### src/rtl/clk_ratio_meter.sv
// Measures the period of clk_in in clk cycles, detects lock after LOCK_CNT equal periods, and flags period changes and timeouts.
// Optional macro DUTY_CHECK_EN adds high-time capture and a duty_err pulse; without it, duty_err is tied low.
//
// state   | meaning
// --------+----------------------------------------------------------
// IDLE    | waiting for the first rising edge; no period reported
// MEASURE | first edge seen, timing the first full period
// TRACK   | periods reported, counting consecutive equal periods
// LOCKED  | LOCK_CNT equal periods seen; a changed period drops lock
module clk_ratio_meter #(
  parameter int CNT_W    = 8,
  parameter int LOCK_CNT = 4
) (
  input  logic             clk,
  input  logic             reset,
  input  logic             clk_in,
  output logic [CNT_W-1:0] period,
  output logic             period_valid,
  output logic             locked,
  output logic             err,
  output logic             duty_err
);

  typedef enum logic [1:0] {IDLE, MEASURE, TRACK, LOCKED} state_t;

  localparam logic [CNT_W-1:0] CNT_MAX  = '1;
  localparam logic [CNT_W-1:0] CNT_ONE  = {{(CNT_W-1){1'b0}}, 1'b1};
  localparam logic [3:0]       LOCK_TGT = 4'(LOCK_CNT);

  state_t           state;
  logic             clk_in_q;
  logic [CNT_W-1:0] cnt;
  logic [CNT_W-1:0] ref_per;
  logic [3:0]       match_cnt;
  logic [3:0]       match_nxt;
  logic             rise;
  logic             sat;
  logic             same;

  assign rise      = clk_in & ~clk_in_q;
  assign sat       = (cnt == CNT_MAX);
  assign same      = (cnt == ref_per);
  assign match_nxt = match_cnt + 4'd1;

  always_ff @(posedge clk) begin
    if (!reset) begin
      state        <= IDLE;
      clk_in_q     <= 1'b0;
      cnt          <= '0;
      ref_per      <= '0;
      match_cnt    <= '0;
      period       <= '0;
      period_valid <= 1'b0;
      locked       <= 1'b0;
      err          <= 1'b0;
    end else begin
      clk_in_q     <= clk_in;
      period_valid <= 1'b0;
      err          <= 1'b0;

      if (rise)
        cnt <= CNT_ONE;
      else if (!sat)
        cnt <= cnt + CNT_ONE;

      // A rise always wins over saturation, so a period of exactly CNT_MAX is reported, not timed out.
      case (state)
        IDLE: begin
          if (rise)
            state <= MEASURE;
        end
        MEASURE: begin
          if (rise) begin
            period       <= cnt;
            period_valid <= 1'b1;
            ref_per      <= cnt;
            match_cnt    <= 4'd1;
            state        <= TRACK;
          end else if (sat) begin
            err   <= 1'b1;
            state <= IDLE;
          end
        end
        TRACK: begin
          if (rise) begin
            period       <= cnt;
            period_valid <= 1'b1;
            if (same) begin
              match_cnt <= match_nxt;
              if (match_nxt == LOCK_TGT) begin
                locked <= 1'b1;
                state  <= LOCKED;
              end
            end else begin
              ref_per   <= cnt;
              match_cnt <= 4'd1;
            end
          end else if (sat) begin
            err   <= 1'b1;
            state <= IDLE;
          end
        end
        LOCKED: begin
          if (rise) begin
            period       <= cnt;
            period_valid <= 1'b1;
            if (!same) begin
              err       <= 1'b1;
              locked    <= 1'b0;
              ref_per   <= cnt;
              match_cnt <= 4'd1;
              state     <= TRACK;
            end
          end else if (sat) begin
            err    <= 1'b1;
            locked <= 1'b0;
            state  <= IDLE;
          end
        end
        default: state <= IDLE;
      endcase
    end
  end

`ifdef DUTY_CHECK_EN
  logic             fall;
  logic [CNT_W-1:0] high_cnt;
  logic [CNT_W-1:0] high_cap;
  logic [CNT_W-1:0] half_lo;
  logic [CNT_W-1:0] half_hi;
  logic             duty_bad;

  assign fall     = ~clk_in & clk_in_q;
  assign half_lo  = cnt >> 1;
  assign half_hi  = half_lo + {{(CNT_W-1){1'b0}}, cnt[0]};
  assign duty_bad = (high_cap != half_lo) && (high_cap != half_hi);

  // The first period after IDLE is reported from MEASURE and is deliberately not checked.
  always_ff @(posedge clk) begin
    if (!reset) begin
      high_cnt <= '0;
      high_cap <= '0;
      duty_err <= 1'b0;
    end else begin
      if (rise)
        high_cnt <= CNT_ONE;
      else if (clk_in_q && (high_cnt != CNT_MAX))
        high_cnt <= high_cnt + CNT_ONE;
      if (fall)
        high_cap <= high_cnt;
      duty_err <= rise && ((state == TRACK) || (state == LOCKED)) && duty_bad;
    end
  end
`else
  assign duty_err = 1'b0;
`endif

endmodule

### config.mk
export PLATFORM = sky130hd
export DESIGN_NAME = clk_ratio_meter
export DESIGN_NICKNAME = d
export VERILOG_FILES = /design/src/rtl/clk_ratio_meter.sv
export SDC_FILE = /design/constraint.sdc
export NUM_CORES = 1
export LEC_CHECK = 0
export CAP_MARGIN = 20
export CORE_AREA = 2 2 55 67
export DETAILED_ROUTE_END_ITERATION = 12
export DIE_AREA = 0 0 57 69
export PLACE_DENSITY = 0.75
export SYNTH_ARGS = -nofsm -noshare
export SYNTH_HDL_FRONTEND = slang
export SYNTH_SLANG_ARGS = --single-unit
### constraint.sdc
create_clock -name clk -period 2.6 [get_ports clk]
set_clock_uncertainty 0.15 [all_clocks]
set_input_delay 0.78 -clock clk [delete_from_list [all_inputs] [get_ports clk]]
set_output_delay 0.78 -clock clk [all_outputs]
set_load 0.02 [all_outputs]
==> run metrics, run 1 <==
number of flops mapped to enable cells by yosys 0; Worst Path Required 1670 ps; hold_buf cts 0; Area Overhead vs Synth 16.13%; initial antenna violation count 0; largest net degree at the start of global routing 17; most common cell after layout, fill and taps aside dfxtp_1; Port Buf Inserts 13; synthesized area per cell 9.057 um2; Total GRT Usage 20.50%; Worst Max-Slew Pin Slew 589.8 ps; Worst Path Buf+Inv 1; Routed wire per std cell 14.30 um; CP max stage cell clkdlybuf4s50_1; Vias/cell 5.681; total detailed-routing wirelength 3590 um; Final HPWL DP 2740 um; WS Path Type flop to primary output; Crit. End Element primary output; Final Hold Violating Endpoints 0; Clock Sinks 34; FP Rows 23; Post-layout nets 224; Min Clock Period, post-route 2173 ps; dpl cell area 1959 um2; final setup violation count 0; # diodes 0; Top-Level Pins 15; 1st-pass router iterations 4; H-tree levels 2; FMAX 0.4601 GHz; Gate power share 21.6%; Top delay family on crit path buffers and inverters; Placed Cells 244; share of post-route cells with drive strength above 1 9.346%; Int Pwr 0.0009758 W; grt ovf 0; vias in the first global route 1446; status finished clean; Synth cell types 44; leakage 0.8101 nW; gp weighted congestion 0.9319; data arrival time of the worst path 1240 ps; Worst VDD drop 631.1 uV; Root Buffer clkbuf_8; Clock Latency Late Sink 290 ps; Clock power frac 36.6%; die area 3933 um2; Mapped Nets 207; Switch Pwr 0.0003748 W; fin crit share 83.59%; RSZ-0062 raised after global routing no; CP Launch Type flop; Async SR Flop Fraction 0%; Setup Buffers After CTS 0; most frequent cells in the layout dfxtp_1, nand2_1, clkdlybuf4s50_1; Routed Antenna Nets 0; P per Cell Area 651.9 nW/um2; first-pass GRT wire length 6410 um; Synth Flop Type dfxtp_1; YS warnings 0; post_cts resized 0; Final Instance Area 2072 um2; CTS tree built; CP peak stage delay 610 ps; drt drc 0; Die X-Extent 57 um; Slew HR 60.59%; sequential share of power 41.8%; Crit Path Max Fanout 2; cell area after synthesis 1784 um2; Cell Chain, Critical Path clkdlybuf4s50_1; Sw Share 27.75%; Die Y 69 um; via count 1426; initial core utilization 54.39%; Max Cap Viol 0; clock-pin slew on the worst setup and hold paths 70 ps; initial drt markers 57; Num CTS Buffers 5; Cells after Synth 197; core area 3281 um2; Pins Over Slew Limit 0; register bit total from synthesis 34; Clock Tree Buf Depth 2; Post-Layout Cell Count 251; register area share after synthesis 38.15%; setup TNS 0 ps; worst min path class flop to flop
==> stage by stage <==
step                      setup slack [ps]  total power (W)  hold slack [ps]  util [%]
after global routing                 260.0         0.001417            359.5     63.16
final                                426.6         0.001351            327.6     63.16
after CTS                            416.4         0.001358            330.4     63.16
after detailed placement             173.3        0.0008673            320.7     59.73
after global placement               219.3        0.0008587            305.6     59.73
after floorplan                      645.2        0.0007906            292.9         -
==> state kept, by name (all words and copies together) (netlist names) <==
register,flops
period_valid,1
cnt,8
match_cnt,4
period,8
locked,1
state,2
clk_in_q,1
ref_per,8
err,1
==> synth_stat cells, types with 3 or more instances <==
library cell	n	area, um2
a21boi_0	5	37.54
a21boi_1	4	30.03
a21oi_1	5	25.02
clkbuf_1	7	26.28
dfxtp_1	34	680.7
ha_1	7	87.58
inv_1	4	15.01
mux2i_1	12	120.1
nand2_1	19	71.32
nand2b_1	3	18.77
nand3_1	3	15.01
nand4_1	6	37.54
nor2_1	12	45.04
nor2b_1	9	56.30
nor3_1	6	30.03
o21ai_0	12	60.06
xnor2_1	8	70.07
xor2_1	4	35.03
==> final timing paths <==
kind / start / depth (start not counted) / slack, ps / end
max reg2reg: state[0] / 6 / 450 / ref_per[6]
max: period[5] / 1 / 430 / period[5]
min reg2reg: period[0] / 2 / 330 / period[0]
min: period[0] / 2 / 330 / period[0]
==> cells by family (layout without fill, tap and decap cells) <==
kind of cell               after synthesis  after routing  synth area share (%)
AOI/OAI and AO/OA                       41             41                 16.34
xor gates and xnor gates                13             13                 6.802
adders and majority gates                7              7                 4.909
buffers and inverters                   16             33                 4.698
DFF                                     34             34                 38.15
muxes                                   12             12                 6.732
other                                    1              1                0.2102
and+or+nand+nor                         73             73                 22.16
==> layout make-up <==
class | count | area, um2
Clock buffer | 6 | 82.58
Clock inverter | 1 | 30.03
Fill cell | 279 | 1209
Inverter | 4 | 15.01
Multi-Input combinational cell | 147 | 1020
Sequential cell | 34 | 680.7
Tap cell | 37 | 46.29
Timing Repair Buffer | 22 | 197.7
==> power by group through the flow <==
stage          Sequential (W)  Clock (W)  Combinational [W]
2_1_floorplan        0.000575          0           0.000216
3_3_place_gp         0.000575          0           0.000284
3_5_place_dp         0.000577          0           0.000290
4_1_cts              0.000565   0.000502           0.000291
5_1_grt              0.000569   0.000525           0.000324
6_report             0.000565   0.000495           0.000291
==> per-layer routing <==
layer / GRT usage, % / vias up / wire length, um
li1: - / 727 / -
met1: 24.11 / 659 / 1494
met2: 35.38 / 28 / 1894
met3: 4.503 / 12 / 101
met4: 8.269 / 0 / 99
met5: 0 / - / 0
(Power assumes the default switching activity.)
==> run 2: changes to the inputs <==
==> constraint.sdc (replaced) <==
create_clock -name clk -period 2.1 [get_ports clk]
set_clock_uncertainty 0.15 [all_clocks]
set_input_delay 0.63 -clock clk [delete_from_list [all_inputs] [get_ports clk]]
set_output_delay 0.63 -clock clk [all_outputs]
set_load 0.02 [all_outputs]
==> run 2 against run 1 <==
Against the previous run: register-to-register slack worse by 350 ps; clock power increased by 19%; global-route usage is 0.79 points higher; non-clock buffer count grew 14; via count grew 7.6%; setup slack worse by 350 ps; largest cell class unchanged.
==> run metrics, run 2 (same netlist as run 1, synthesis figures left out) <==
status finished clean; Worst VDD drop 719.2 uV; hold_sp period[1]; clock-pin slew on the worst setup and hold paths 70 ps; CP max stage cell clkdlybuf4s50_1; Die Y 69 um; Crit. End Element primary output; Post-Layout Cell Count 266; WS Path Type flop to primary output; Worst Path Required 1320 ps; worst min path class flop to flop; Top-Level Pins 15; 1st-pass router iterations 4; Routed wire per std cell 14.80 um; die area 3933 um2; r2r setup slk 100 ps; Port Buf Inserts 13; RSZ-0062 raised after global routing no; Num CTS Buffers 5; FP Rows 23; Root Buffer clkbuf_8; Placed Cells 256; Final Instance Area 2188 um2; RR Startpoint state[1]; largest registers cnt: 8 flops, period: 8 flops, ref_per: 8 flops; Top delay family on crit path buffers and inverters; Routed Antenna Nets 0; gp weighted congestion 0.8589; initial core utilization 54.39%; Min Clock Period, post-route 2026 ps; vias in the first global route 1552; H-tree levels 2; first-pass GRT wire length 6651 um; FMAX 0.4936 GHz; Clock Tree Buf Depth 2; Vias/cell 5.771; P per Cell Area 774.8 nW/um2; Final Hold Violating Endpoints 0; Crit Path Max Fanout 2; fin crit share 96.47%; CP peak stage delay 620 ps; cells on worst reg2reg path 5; data arrival time of the worst path 1250 ps; share of post-route cells with drive strength above 1 16.16%; Pins Over Slew Limit 0; R2R Path End state[0]; grt ovf 0; leakage 0.8784 nW; CP Launch Type flop; WP depth 1; via count 1535; Area Overhead vs Synth 22.65%; Cell Chain, Critical Path clkdlybuf4s50_1; drt drc 0; final setup violation count 0; dpl cell area 2049 um2; most frequent cells in the layout dfxtp_1, buf_4, nand2_1; largest net degree at the start of global routing 19; # diodes 0; Total GRT Usage 21.30%; Die X-Extent 57 um; Final HPWL DP 2917 um; Pwr Total 0.001696 W; most common cell after layout, fill and taps aside dfxtp_1; CTS tree built; Max Cap Viol 0; Worst Path Buf+Inv 1; core area 3281 um2; initial drt markers 73; Clock Latency Late Sink 290 ps; Clock Sinks 34; initial antenna violation count 0; Hold Path Sink period[1]; total detailed-routing wirelength 3938 um; Post-layout nets 238; hold path cells 2
==> run 2: changes by cell type in the layout (fill, tap and decap cells not counted), sizes merged <==
cell / before / now
clkbuf: 6 / 5
clkinv: 0 / 2
buf: 9 / 23
==> run 2: how the worst max path moves through the flow <==
stage / start / to / slack, ps
finish: period[6] / period[6] / 70
global route: state[1] / state[0] / 20
CTS: state[0] / state[0] / 20
detailed placement: clk_in / match_cnt[0] / -150
global placement: clk_in / match_cnt[0] / -120
floorplan: state[0] / state[1] / 150
==> run 2: routing by layer <==
| metal | wire length [um] | track usage [%] | vias to the layer above |
|---|---|---|---|
| li1 | - | - | 754 |
| met1 | 1627 | 22.90 | 748 |
| met2 | 2169 | 37.68 | 29 |
| met3 | 103 | 5.816 | 4 |
| met4 | 38 | 9.819 | 0 |
| met5 | 0 | 0 | - |
==> run 2: stage by stage <==
stage / util (%) / TNS [ps] / hold slack, ps / setup slack (ps)
2_1_floorplan: - / 0 / 292.9 / 154.2
3_3_place_gp: 62.47 / -1293 / 317.3 / -122.6
3_5_place_dp: 62.47 / -1788 / 327.1 / -146.2
4_1_cts: 66.25 / 0 / 337.2 / 21.83
5_1_grt: 66.70 / 0 / 361.4 / 15.79
6_report: 66.70 / 0 / 329.2 / 74.08
==> run 2: timing repair <==
action,4_1_cts,5_1_grt
setup endpoints to repair,8,11
pin swaps,1,0
gates resized for setup,0,3
hold buffers,0,0
setup buffers,2,0
==> run 2: cell type report <==
type | instances | area [um2]
fill | 264 | 1092
multi-input combinational | 147 | 1035
sequential | 34 | 680.7
timing repair buffer | 36 | 302.8
clock buffer | 5 | 68.82
tap | 37 | 46.29
clock inverter | 3 | 40.04
inverter | 4 | 15.01
==> run 2: power breakdown <==
group          total, W  internal [W]  switching (W)
Combinational  0.000409      0.000186       0.000223
Sequential     0.000698      0.000671      0.0000272
Clock          0.000588      0.000349       0.000239
Total           0.00170       0.00121       0.000490
